### config.mk
export PLATFORM = sky130hd
export DESIGN_NAME = vote_session_ctrl_flat
export DESIGN_NICKNAME = d
export VERILOG_FILES = /design/src/rtl/vote_pkg.sv /design/src/rtl/vote_session_ctrl_if.sv /design/src/rtl/vote_ballot_book.sv /design/src/rtl/vote_session_ctrl.sv /design/src/flat_wrapper.sv
export SDC_FILE = /design/constraint.sdc
export NUM_CORES = 1
export LEC_CHECK = 0
export ABC_AREA = 1
export BUFFER_PORTS_ARGS = -buffer_cell sky130_fd_sc_hd__buf_4
export CORE_MARGIN = 2
export CORE_UTILIZATION = 25
export CTS_CLUSTER_DIAMETER = 60
export DETAILED_ROUTE_END_ITERATION = 12
export SETUP_SLACK_MARGIN = 0.3
export SYNTH_ARGS = -nofsm -noshare
export SYNTH_HDL_FRONTEND = slang
export SYNTH_SLANG_ARGS = --single-unit
### constraint.sdc
create_clock -name clk -period 1.9 [get_ports clk]
set_input_delay 0.57 -clock clk [delete_from_list [all_inputs] [get_ports clk]]
set_output_delay 0.57 -clock clk [all_outputs]
set_load 0.02 [all_outputs]
### src/rtl/vote_pkg.sv
// Shared encodings and helpers for the weighted vote session controller.
// Classes: NP (weight 1, ids 0..31), VIP (weight 4, ids 0..7), VVIP (weight 16, id 0).
package vote_pkg;
    localparam int TALLY_W = 7;
    localparam int BOOK_W  = 41;

    typedef enum logic [1:0] {
        CLS_NP   = 2'd0,
        CLS_VIP  = 2'd1,
        CLS_VVIP = 2'd2,
        CLS_BAD  = 2'd3
    } cls_e;

    typedef enum logic [1:0] {
        S_IDLE = 2'd0,
        S_OPEN = 2'd1,
        S_DONE = 2'd2
    } state_e;

    localparam logic [TALLY_W-1:0] W_NP   = 7'd1;
    localparam logic [TALLY_W-1:0] W_VIP  = 7'd4;
    localparam logic [TALLY_W-1:0] W_VVIP = 7'd16;

    // Class is legal and id lies inside that class's voter range.
    function automatic logic ballot_legal(cls_e c, logic [4:0] id);
        case (c)
            CLS_NP:   return 1'b1;
            CLS_VIP:  return (id[4:3] == 2'b00);
            CLS_VVIP: return (id == 5'd0);
            default:  return 1'b0;
        endcase
    endfunction

    function automatic logic [TALLY_W-1:0] ballot_weight(cls_e c);
        case (c)
            CLS_NP:   return W_NP;
            CLS_VIP:  return W_VIP;
            CLS_VVIP: return W_VVIP;
            default:  return '0;
        endcase
    endfunction
endpackage

### src/rtl/vote_session_ctrl_if.sv
// Ballot port: serial valid/ready handshake plus the one-cycle accept/reject pulses.
//   master: ballot source (drives valid/class/id, sees ready/ok/rej)
//   slave : vote_session_ctrl
interface vote_session_ctrl_if;
    logic       ballot_valid;
    logic       ballot_ready;
    logic [1:0] ballot_class;
    logic [4:0] ballot_id;
    logic       ballot_ok;
    logic       ballot_rej;

    modport master (
        output ballot_valid, ballot_class, ballot_id,
        input  ballot_ready, ballot_ok, ballot_rej
    );

    modport slave (
        input  ballot_valid, ballot_class, ballot_id,
        output ballot_ready, ballot_ok, ballot_rej
    );
endinterface

### src/rtl/vote_ballot_book.sv
// Voter book: 41-bit test-and-set register recording who has already voted.
//   Layout: NP ids at [31:0], VIP ids at [39:32], VVIP at [40].
//   i_class/i_id : voter being looked up
//   o_test       : combinational hit (voter already recorded)
//   i_set        : record the voter on this edge
//   i_clear      : synchronous clear of the whole book (new session)
module vote_ballot_book
    import vote_pkg::*;
(
    input  logic       clk,
    input  logic       rst_n,
    input  cls_e       i_class,
    input  logic [4:0] i_id,
    output logic       o_test,
    input  logic       i_set,
    input  logic       i_clear
);
    logic [BOOK_W-1:0] r_book;
    logic [5:0]        w_idx;

    // Illegal classes map to bit 0; the caller never sets a bit for them,
    // so the resulting hit value is irrelevant.
    always_comb begin
        w_idx = 6'd0;
        case (i_class)
            CLS_NP:   w_idx = {1'b0, i_id};
            CLS_VIP:  w_idx = 6'd32 + {3'b000, i_id[2:0]};
            CLS_VVIP: w_idx = 6'd40;
            default:  w_idx = 6'd0;
        endcase
    end

    assign o_test = r_book[w_idx];

    always_ff @(posedge clk or negedge rst_n) begin
        if (!rst_n) begin
            r_book <= '0;
        end else if (i_clear) begin
            r_book <= '0;
        end else if (i_set) begin
            r_book[w_idx] <= 1'b1;
        end
    end
endmodule

### src/rtl/vote_session_ctrl.sv
// Weighted vote session controller: opens a ballot window, takes one ballot per
// cycle, rejects duplicates/illegal ballots, accumulates the weighted tally and
// closes on command, timeout or early pass, then holds the pass/fail result.
//   clk, rst_n : clock, async active-low reset
//   start      : open a session from IDLE or DONE
//   close      : end the session from OPEN
//   bif        : ballot handshake (valid/ready/class/id, ok/rej pulses)
//   busy, done : state == OPEN / state == DONE
//   res        : tally >= THRESH, captured on entry to DONE
//   tally      : running weighted total
module vote_session_ctrl
    import vote_pkg::*;
#(
    parameter int TIMEOUT    = 256,
    parameter int THRESH     = 32,
    parameter int EARLY_PASS = 1
) (
    input  logic               clk,
    input  logic               rst_n,
    input  logic               start,
    input  logic               close,
    vote_session_ctrl_if.slave bif,
    output logic               busy,
    output logic               done,
    output logic               res,
    output logic [TALLY_W-1:0] tally
);
    localparam int TMR_W    = (TIMEOUT > 1) ? $clog2(TIMEOUT) : 1;
    localparam int TMO_LAST = (TIMEOUT > 0) ? TIMEOUT - 1 : 0;
    localparam logic [TALLY_W-1:0] THR = TALLY_W'(THRESH);

    state_e             r_state;
    logic [TALLY_W-1:0] r_tally;
    logic [TMR_W-1:0]   r_timer;
    logic               r_res;
    logic               r_ok;
    logic               r_rej;

    cls_e               w_cls;
    logic               w_open;
    logic               w_xfer;
    logic               w_hit;
    logic               w_acc;
    logic [TALLY_W-1:0] w_tally_nx;
    logic               w_tmo;
    logic               w_early;
    logic               w_clear;

    assign w_cls   = cls_e'(bif.ballot_class);
    assign w_open  = (r_state == S_OPEN);
    assign w_xfer  = bif.ballot_valid & w_open;
    assign w_acc   = w_xfer & ballot_legal(w_cls, bif.ballot_id) & ~w_hit;
    // Max reachable total is 80, so the 7-bit sum never wraps.
    assign w_tally_nx = w_acc ? r_tally + ballot_weight(w_cls) : r_tally;
    assign w_tmo   = (TIMEOUT != 0) && (r_timer == TMR_W'(TMO_LAST));
    assign w_early = (EARLY_PASS != 0) && (w_tally_nx >= THR);
    assign w_clear = start & ~w_open;

    vote_ballot_book u_book (
        .clk     (clk),
        .rst_n   (rst_n),
        .i_class (w_cls),
        .i_id    (bif.ballot_id),
        .o_test  (w_hit),
        .i_set   (w_acc),
        .i_clear (w_clear)
    );

    always_ff @(posedge clk or negedge rst_n) begin
        if (!rst_n) begin
            r_state <= S_IDLE;
            r_tally <= '0;
            r_timer <= '0;
            r_res   <= 1'b0;
            r_ok    <= 1'b0;
            r_rej   <= 1'b0;
        end else begin
            r_ok  <= w_acc;
            r_rej <= w_xfer & ~w_acc;
            case (r_state)
                S_IDLE, S_DONE: begin
                    if (start) begin
                        r_state <= S_OPEN;
                        r_tally <= '0;
                        r_timer <= '0;
                        r_res   <= 1'b0;
                    end
                end
                S_OPEN: begin
                    // start is ignored here; a ballot arriving alongside the
                    // closing condition is still counted into the result.
                    r_tally <= w_tally_nx;
                    r_timer <= r_timer + 1'b1;
                    if (close | w_tmo | w_early) begin
                        r_state <= S_DONE;
                        r_res   <= (w_tally_nx >= THR);
                    end
                end
                default: r_state <= S_IDLE;
            endcase
        end
    end

    assign bif.ballot_ready = w_open;
    assign bif.ballot_ok    = r_ok;
    assign bif.ballot_rej   = r_rej;
    assign busy  = w_open;
    assign done  = (r_state == S_DONE);
    assign res   = r_res;
    assign tally = r_tally;
endmodule

### src/flat_wrapper.sv
// flat-port wrapper written by rule: the top's interface ports become plain ports
module vote_session_ctrl_flat import vote_pkg::*;
#(
    parameter int TIMEOUT    = 256,
    parameter int THRESH     = 32,
    parameter int EARLY_PASS = 1
)
  (clk, rst_n, start, close, busy, done, res, tally, bif_ballot_valid, bif_ballot_class, bif_ballot_id, bif_ballot_ready, bif_ballot_ok, bif_ballot_rej);
  vote_session_ctrl_if bif_i ();
  input  logic clk;
  input  logic rst_n;
  input  logic start;
  input  logic close;
  output logic busy;
  output logic done;
  output logic res;
  output logic [TALLY_W-1:0] tally;
  input wire logic [$bits(bif_i.ballot_valid)-1:0] bif_ballot_valid;
  input wire logic [$bits(bif_i.ballot_class)-1:0] bif_ballot_class;
  input wire logic [$bits(bif_i.ballot_id)-1:0] bif_ballot_id;
  output wire logic [$bits(bif_i.ballot_ready)-1:0] bif_ballot_ready;
  output wire logic [$bits(bif_i.ballot_ok)-1:0] bif_ballot_ok;
  output wire logic [$bits(bif_i.ballot_rej)-1:0] bif_ballot_rej;
  assign bif_i.ballot_valid = bif_ballot_valid;
  assign bif_i.ballot_class = bif_ballot_class;
  assign bif_i.ballot_id = bif_ballot_id;
  assign bif_ballot_ready = bif_i.ballot_ready;
  assign bif_ballot_ok = bif_i.ballot_ok;
  assign bif_ballot_rej = bif_i.ballot_rej;
  vote_session_ctrl #(.TIMEOUT(TIMEOUT), .THRESH(THRESH), .EARLY_PASS(EARLY_PASS)) u_core (.clk(clk), .rst_n(rst_n), .start(start), .close(close), .bif(bif_i), .busy(busy), .done(done), .res(res), .tally(tally));
endmodule
After elaboration in Yosys (flattened, before gate mapping)
Cells that the tools add are included.
- reduce and logical (&&, ||, !) cells: 11
- bitwise gates (word level): 11
- equal/unequal tests: 7
- muxes and demuxes: 20
- $add $sub $neg: 3
- order comparisons: 3
- operator list (operator ; count):
    41-bit two-way mux ; 2
    41-bit OR ; 1
    6-bit one-hot mux with 3 select lines ; 1
    8-bit one-hot mux with 2 select lines ; 1
    5-bit one-hot mux with 3 select lines ; 1
    7-bit two-way mux ; 2
    7-bit one-hot mux with 2 select lines ; 1
    8-bit by 1-bit adder with 8-bit output, second input constant ; 1
    8-bit == test, second input constant ; 1
    8-bit two-way mux ; 1
    7-bit by 5-bit adder with 7-bit output ; 1
    7-bit by 6-bit >= comparator with 1-bit output, second input constant ; 1
    6-bit by 7-bit less-than comparator with 1-bit output, second input constant ; 1
    6-bit by 3-bit adder with 6-bit output, first input constant ; 1
    1-bit binary-select mux with 6-bit select ; 1
    1-bit demux with 6-bit select ; 1
    6-bit by 1-bit >= comparator with 1-bit output, second input constant ; 1
    2-bit logical NOT ; 3
    1-bit bitwise AND ; 5
    5-bit logical NOT ; 1
    2-bit by 1-bit == test with 1-bit output, second input constant ; 2
    2-bit == test, second input constant ; 2
    1-bit two-way mux ; 4
    2-bit two-way mux ; 2
    other kinds (11) ; 17
- word-level logic and storage cells: 62
- flip-flop bits (word level): 61
- bits of input ports: 12

Depth between registers and ports, before layout
Gate-level depths: netlist of run 1.
- depth in word-level cells: 11
- gate-level depth with buffers: 20

Hierarchy
From an unflattened synthesis of run 1, not the netlist that was laid out.
- cell total of the unflattened synthesis: 450
- area, all modules: 3458.3 um^2
- modules (own cells, without submodules) (module ; area each (um^2) ; cells each ; instances):
    vote_ballot_book ; 2245.9 ; 288 ; 1
    vote_session_ctrl ; 1212.4 ; 162 ; 1

Worst setup path before layout of run 1
No wires, ideal clock.
- path kind: input to register
- from: in bif_ballot_class[1]
- to: reg u_core.r_res, in the netlist u_core.res
- setup slack: -710 ps
- data arrival time: 2492 ps
- data required time: 1783 ps
- library setup time: 117 ps
- path buffers: 1
- stages: 17
- path through: inv_2 -> buf_2 -> ha_1 -> ha_1 -> ha_1 -> nand2_1 -> a21boi_0 -> nand2_1 -> a21oi_1 -> xor2_1 -> nand3_1 -> nand2_1 -> inv_1 -> nand3_1 -> nand2_1 -> nand2_1 -> nand2_1
- word-level cells in the longest chain between the ends: 11
- elaborated cells between the ends (all ways): 19
- RTL lines (item ; RTL line ; text):
    start: declaration ; flat_wrapper.sv:19 ; input wire logic [$bits(bif_i.ballot_class)-1:0] bif_ballot_class;
    2-bit == test (tied with other cells) ; vote_pkg.sv:26, vote_pkg.sv:35, vote_ballot_book.sv:25 ;
    6-bit one-hot mux with 3 select lines ; vote_ballot_book.sv:25 ; case (i_class)
    1-bit binary-select mux with 6-bit select ; vote_ballot_book.sv:33 ; assign o_test = r_book[w_idx];
    1-bit two-way mux (implied by the code) ; vote_ballot_book.sv:33 ;
    1-bit NOT ; vote_session_ctrl.sv:52 ; assign w_acc = w_xfer & ballot_legal(w_cls, bif.ballot_id) & ~w_hit;
    1-bit bitwise AND ; vote_session_ctrl.sv:52 ;
    7-bit two-way mux * ; vote_session_ctrl.sv:54 ; assign w_tally_nx = w_acc ? r_tally + ballot_weight(w_cls) : r_tally;
    7-bit by 6-bit >= comparator with 1-bit output * ; vote_session_ctrl.sv:56, vote_session_ctrl.sv:96 ;
    1-bit OR ; vote_session_ctrl.sv:94 ; if (close | w_tmo | w_early) begin
    2-bit != test (no line) ; n/a ;
    3-bit AND reduction (no line) ; n/a ;
    end signal: assignment ; vote_session_ctrl.sv:96 ; r_res <= (w_tally_nx >= THR);
    end: declaration ; vote_session_ctrl.sv:35 ; logic r_res;
Mark *: on every way between the ends. The rest lies on a longest branch, timed or not. The select of a mux whose other input is x is not followed.
A chain may end at the register's enable or synchronous reset.

Final worst setup path of run 1
- from: in bif_ballot_class[1]
- to: reg u_core.u_book.r_book[26]
- word-level cells in the longest chain between the ends: 9
- elaborated cells between the ends (all ways): 19
- RTL lines (item ; RTL line ; text):
    2-bit == test (tied with other cells) ; vote_pkg.sv:26, vote_ballot_book.sv:25 ;
    6-bit one-hot mux with 3 select lines ; vote_ballot_book.sv:25 ;
    6-bit by 7-bit less-than comparator with 1-bit output (implied by the code) or 6-bit by 1-bit >= comparator with 1-bit output (tied branches) ; vote_ballot_book.sv:41 ; r_book[w_idx] <= 1'b1;
    1-bit logical AND (implied by the code) ; vote_ballot_book.sv:41 ;
    1-bit two-way mux (implied by the code) ; vote_ballot_book.sv:41 ;
    1-bit demux with 6-bit select ; vote_ballot_book.sv:41 ;
    41-bit OR (no line) ; n/a ;
    41-bit two-way mux ; vote_ballot_book.sv:40 ; end else if (i_set) begin
    41-bit two-way mux ; vote_ballot_book.sv:38 ; end else if (i_clear) begin
    end signal: assignment ; vote_ballot_book.sv:37 ; r_book <= '0;
    end signal: assignment ; vote_ballot_book.sv:39 ; r_book <= '0;
    end signal: indexed assignment ; vote_ballot_book.sv:41 ;
    end: declaration ; vote_ballot_book.sv:18 ; logic [BOOK_W-1:0] r_book;
Parallel ways exist; a longest one is shown, timed or not. The select of a mux whose other input is x is not followed.

==> impl_metrics.toml, run 1 <==
[yosys]
synthSimpleGateAreaFrac_pct = 27.81
syn_avg_cell_area_um2 = 7.499
yosysWarningCount = 0
synth_mux_area_share_pct = 0
ys_ff_latch = 61
yosys.area_share.adder_pct = 3.229
synth_compound_area_share_pct = 12.49
synth_xor_area_share_pct = 1.005
ys_seq_area_share_pct = 43.77
synth.distinct_cells = 30
synth_top_family_by_area = "simple AND/OR/NAND/NOR gates"
syn_nets = 486
syn_area_um2 = 3487
syn_inst = 465

[routing]
via_count = 3422
drtAntennaViolNets = 0
drc_errors = 0
wire_per_inst_um = 13.87
vias_per_cell = 4.593
dr.pass1.iters = 5
first_iter_violations = 244
routed_wl_um = 10330

[power]
total_power_mw = 4.772
max-vdd-ir-drop_uv = 414.7
power.density_nw_per_um2 = 883.1
p_leak_nw = 2.450

[clock_network]
holdBufCountCts = 0
cts_htree_levels = 3
clockBufferDepth = 2
clock_latency_ps = 340
clk_pin_slew_worst_paths_ps = 50
cts_tree = "done"
cts.sinks = 61
cts_buffers = 9
clockRootBuffer = "clkbuf_16"

[critical_path]
critPathArrivalTime_ps = 2400
crit_path_end_kind = "register"
start_kind = "primary input"
critPathRequiredTime_ps = 2160
reg2reg_from = "u_core.u_book.r_book[38]"
crit_fanout = 7
critPathLaunch = "bif_ballot_class[1]"
path_class = "primary input to register"

[floorplan]
die_area_um2 = 14910
pin_count = 25
num_rows = 43
die_h_um = 122.1
core_area_um2 = 13770
dieWidth_um = 122.1
initial_utilization_pct = 25.32

[sta]
fin_tns_setup_ps = -9045
drv_slew = 0
rsz0062_at_grt = "true"
tightestPinTransition_ps = 321.4
min_period_over_period_pct = 112.5
finalWorstSetupSlack_ps = -237.0
slew_headroom_pct = 78.57
fmaxAchievable_ghz = 0.4679
finalCriticalPeriod_ps = 2137
clock_skew_ps = 9.435
hold_violations = 0
setup_viol = 53

[placed_design]
dp_cells = 713
gp_congestion = 0.8950
io_buffers = 24
place_area_um2 = 4456
place_hpwl_um = 6727

[cells_and_area]
final_cells = 745
fill_cells = 1384
fin_util_pct = 39.24
multiInputGateArea_um2 = 1951
regArea_um2 = 1526
drive_gt1_share_pct = 36.46
diodes = 0
final_nets = 582
finalInstanceArea_um2 = 5404
area_growth_pct = 54.97

[grt]
grt_overflow = 0
grt_pass1_vias = 3373
antenna_found_initial = 0
grt_pass1_wl_um = 16420
grt.total_usage_pct = 14.22
grt_start_max_net_pins = 42

[min_path]
hold_path_class = "primary input to async pin"

[run_status]
status = "finished, violations left"
violations = "negative setup slack"

[job]
drv_cap = 0
## critical path: stages
cell and delay [ps]:
buf_12 120, inv_12 70, nand2_8 80, buf_12 150, o21ai_1 160, nand2_1 80
nand2_1 80, nand2_1 50, nand2_1 60, nand2_1 50, nand2_1 60, and2_4 160
nand2_8 80, buf_12 140, nor3_4 240, nand2_1 100, a21oi_2 120
## final timing paths
path                                                  to  slack (ps)  depth (start not counted)
worst min-delay path                   u_core.r_state[1]         130                          1
worst max-delay path            u_core.u_book.r_book[26]        -240                         17
worst max register to register  u_core.u_book.r_book[26]          30                         15
min in group clk                 u_core.u_book.r_book[5]         520                          2
worst min register to register   u_core.u_book.r_book[5]         520                          2
max in group asynchronous       u_core.u_book.r_book[15]        1240                          2
## state kept, by name, summed over array words and instances, names as in the netlist
| register | cells |
|---|---|
| u_core.bif.ballot_ok | 1 |
| u_core.bif.ballot_rej | 1 |
| u_core.r_state | 2 |
| u_core.r_timer | 8 |
| u_core.res | 1 |
| u_core.tally | 7 |
| u_core.u_book.r_book | 41 |
## cell usage in the layout, fill, tap and decap left out, types with 9 or more instances in the layout
cell type,n
nor2_1,11
nand3_1,38
a21oi_1,37
buf_6,20
clkbuf_16,11
nor2_4,10
nand2_2,15
buf_12,9
nand2_1,101
a21oi_2,11
o21ai_0,16
inv_1,66
buf_4,66
dfrtp_1,61
nand3_2,12
## report_power, final
part / total (mW) / leakage, nW / switching [mW] / internal, mW
Clock: 1.85 / 0.156 / 0.573 / 1.27
Sequential: 1.47 / 0.845 / 0.0748 / 1.39
Combinational: 1.46 / 1.45 / 0.823 / 0.636
## metrics by stage
step	hold WS (ps)	setup slack [ps]
2_1_floorplan	274.4	-325.3
3_3_place_gp	485.2	-661.1
3_5_place_dp	494.9	-707.8
4_1_cts	131.7	-288.7
5_1_grt	142.2	-350.9
6_report	128.1	-237.0
## per-layer routing
metal | global-route usage (%) | up-vias | part of all wire [%] | wire, µm
met4 | 4.813 | 0 | 2.1 | 220
met5 | 0 | - | 0 | 0
li1 | - | 1673 | - | -
met1 | 18.09 | 1629 | 43 | 4409
met3 | 4.073 | 22 | 6.3 | 651
met2 | 23.15 | 98 | 49 | 5052
## cells in the mapped netlist
cell,n,area (µm²)
clkinv_1,1,3.750
nor3_1,7,35.03
inv_1,72,270.3
xor2_1,4,35.03
a21boi_0,1,7.510
o21ai_2,1,8.760
nand2_2,8,50.05
o21ai_1,3,15.01
buf_2,4,20.02
nor2_4,1,11.26
nand4_1,4,25.02
dfrtp_1,61,1526
nor2_2,1,6.260
nand2_1,115,431.7
o22ai_1,2,12.51
buf_12,1,20.02
a21oi_2,1,8.760
buf_4,3,22.52
ha_1,9,112.6
inv_2,4,15.01
buf_6,3,33.78
o21ai_0,24,120.1
nor3_4,4,65.06
clkbuf_1,6,22.52
o21a_1,2,15.01
a31oi_1,2,12.51
nor2_1,23,86.33
and2_4,1,8.760
a21oi_1,47,235.2
nand3_1,50,250.2
## cell type report
class / count / share of cell area, %
clock buffers: 11 / 4.307
clock inverters: 4 / 1.806
inverters: 77 / 5.974
multi-input cells: 311 / 36.10
flip-flops and latches: 61 / 28.25
well taps: 180 / 4.168
repair buffers: 101 / 19.40
## logic make-up after synthesis
family	Yosys count
and+or+nand+nor	214
DFF	61
adders and majority gates	9
buffers and inverters	94
AOI/OAI and AO/OA	83
xor gates and xnor gates	4
## what timing repair did
action                                  in CTS  in global routing
gates cloned                                 4                  2
endpoints found under the setup margin      59                 61
gates resized for setup                     40                 68
pin swaps                                   18                 33
buffers inserted                             8                  3
(Power assumes the default switching activity.)
==> run 2: changes to the inputs <==
--- a/config.mk
+++ b/config.mk
@@ -7,6 +7,7 @@
 export LEC_CHECK = 0
 export ABC_AREA = 1
 export BUFFER_PORTS_ARGS = -buffer_cell sky130_fd_sc_hd__buf_4
+export CORE_ASPECT_RATIO = 0.5
 export CORE_MARGIN = 2
 export CORE_UTILIZATION = 25
 export CTS_CLUSTER_DIAMETER = 60
==> impl_metrics.toml, run 2 (same netlist as run 1, synthesis figures left out) <==
[placed_design]
place_hpwl_um = 6694
gp_congestion = 0.8502
io_buffers = 24

[grt]
grt_pass1_vias = 3372
grt_start_max_net_pins = 62
grt_overflow = 0
grt_pass1_wl_um = 16470
antenna_found_initial = 0
grt.total_usage_pct = 14.20

[sta]
hold_violations = 0
min_period_over_period_pct = 112.5
tightestPinTransition_ps = 470.7
clock_skew_ps = 4.643
drv_slew = 0
setup_viol = 53
finalWorstSetupSlack_ps = -236.9
rsz0062_at_grt = "true"
finalCriticalPeriod_ps = 2137
fin_hold_ws_ps = 237.2
fmaxAchievable_ghz = 0.4680
slew_headroom_pct = 68.62

[clock_network]
clk_pin_slew_worst_paths_ps = 50
clock_latency_ps = 330
cts.sinks = 61
cts_tree = "done"
clockRootBuffer = "clkbuf_16"
cts_htree_levels = 3
clockBufferDepth = 2
cts_buffers = 9

[cells_and_area]
top_register = "u_core.u_book.r_book"
final_cell_mix = "nand2_1, buf_4, inv_1"
multiInputGateArea_um2 = 1906
largest_register_ff_count = 41
fin_util_pct = 39.34
layout_commonest_cell = "nand2_1"
regArea_um2 = 1526
area_growth_pct = 53.28
fill_cells = 1369
final_nets = 591
drive_gt1_share_pct = 37.22
diodes = 0

[critical_path]
critPathArrivalTime_ps = 2360
slowest_delay_ps = 160
reg2reg_from = "u_core.tally[2]"
rrSetupSlack_ps = 20
start_kind = "primary input"
cpMaxStageDelayCell = "buf_6"
worstReg2RegEnd = "u_core.res"
cpMostUsedCell = "nand2_2"
crit_fanout = 6
r2r_cells = 12
path_class = "primary input to register"
crit_path_end_kind = "register"
critPathRequiredTime_ps = 2120
crit_chain = "buf_12 -> inv_12 -> ha_4 -> inv_2 -> nand2_2 -> nand2_4 -> buf_6 -> nand2_2 -> nand3_2 -> nand3_2 -> nand2_2 -> nand2_2 -> nand2_4 -> buf_12 -> buf_6 -> nand2_4 -> nand2_4 -> nand3_4 -> nand2_2 -> nand2_1 -> nand2_1"

[floorplan]
pin_count = 25
core_area_um2 = 13590
dieWidth_um = 171.0
num_rows = 30
die_area_um2 = 14970
initial_utilization_pct = 25.66
die_h_um = 87.51

[run_status]
status = "finished, violations left"
violations = "negative setup slack"

[routing]
dr.pass1.iters = 4
first_iter_violations = 228
wire_per_inst_um = 13.26
via_count = 3388
vias_per_cell = 4.417
drtAntennaViolNets = 0
drc_errors = 0
routed_wl_um = 10170

[min_path]
hold_path_class = "primary input to async pin"

[power]
power.density_nw_per_um2 = 894.9
max-vdd-ir-drop_uv = 382.8
p_leak_nw = 2.486

[job]
drv_cap = 0
-- run 2: changes by cell type in the layout (fill, tap and decap cells not counted), sizes merged, moves of 2 or more --
cell / delta
buf: +9
clkinv: +3
clkinvlp: -2
inv: +3
-- run 2: worst max path at each step --
stage	start	endpoint	slack (ps)	cells past startpoint
after floorplan	bif_ballot_class[1]	u_core.r_state[1]	-330	19
after global placement	bif_ballot_class[0]	u_core.tally[3]	-690	13
after detailed placement	bif_ballot_class[0]	u_core.tally[3]	-740	13
after CTS	bif_ballot_class[1]	u_core.u_book.r_book[18]	-260	17
after global routing	bif_ballot_id[0]	u_core.u_book.r_book[8]	-350	17
final	bif_ballot_class[1]	u_core.res	-240	21
-- run 2: repair_timing --
item                                    4_1_cts  5_1_grt
hold buffers                                  0        0
buffers inserted                             11        6
resized for setup                            71       35
pin swaps                                    28       29
endpoints found under the setup margin       59       59
cloned                                        1        2
-- run 2: cell type report --
class                      instances  share of cell area [%]
multi-input combinational        310                   35.65
sequential                        61                   28.56
timing repair buffer             108                   18.38
inverter                          77                   5.993
clock buffer                      12                   4.799
tap                              192                   4.494
clock inverter                     4                   1.311
timing repair inverter             3                  0.8193
-- run 2: power by group --
group	switching [mW]	internal [mW]	total, mW
sequential	0.0804	1.39	1.47
clock	0.575	1.21	1.79
combinational	0.823	0.699	1.52
-- run 2: metrics by stage --
stage / setup TNS (ps) / power (mW) / cell area (µm²) / setup slack (ps) / cells
after floorplan: -12370 / 2.132 / 3645 / -325.3 / 465
after global placement: -32960 / 2.619 / 4466 / -687.3 / 731
after detailed placement: -34250 / 2.632 / 4466 / -743.0 / 731
after CTS: -6256 / 4.676 / 5136 / -258.7 / 759
after global routing: -14840 / 5.018 / 5345 / -353.6 / 767
final: -8721 / 4.784 / 5345 / -236.9 / 767
-- run 2: layer usage --
layer	vias to the layer above	wire (µm)	GRT usage, %
li1	1698	-	-
met1	1616	4687	17.77
met2	60	4902	23.50
met3	14	430	3.953
met4	0	148	5.701
met5	-	0	0
-- run 2: critical path: cells and delay by family --
kind | cells | cell delay (ps)
and+or+nand+nor | 14 | 990
buffers and inverters | 6 | 640
adders and majority gates | 1 | 150
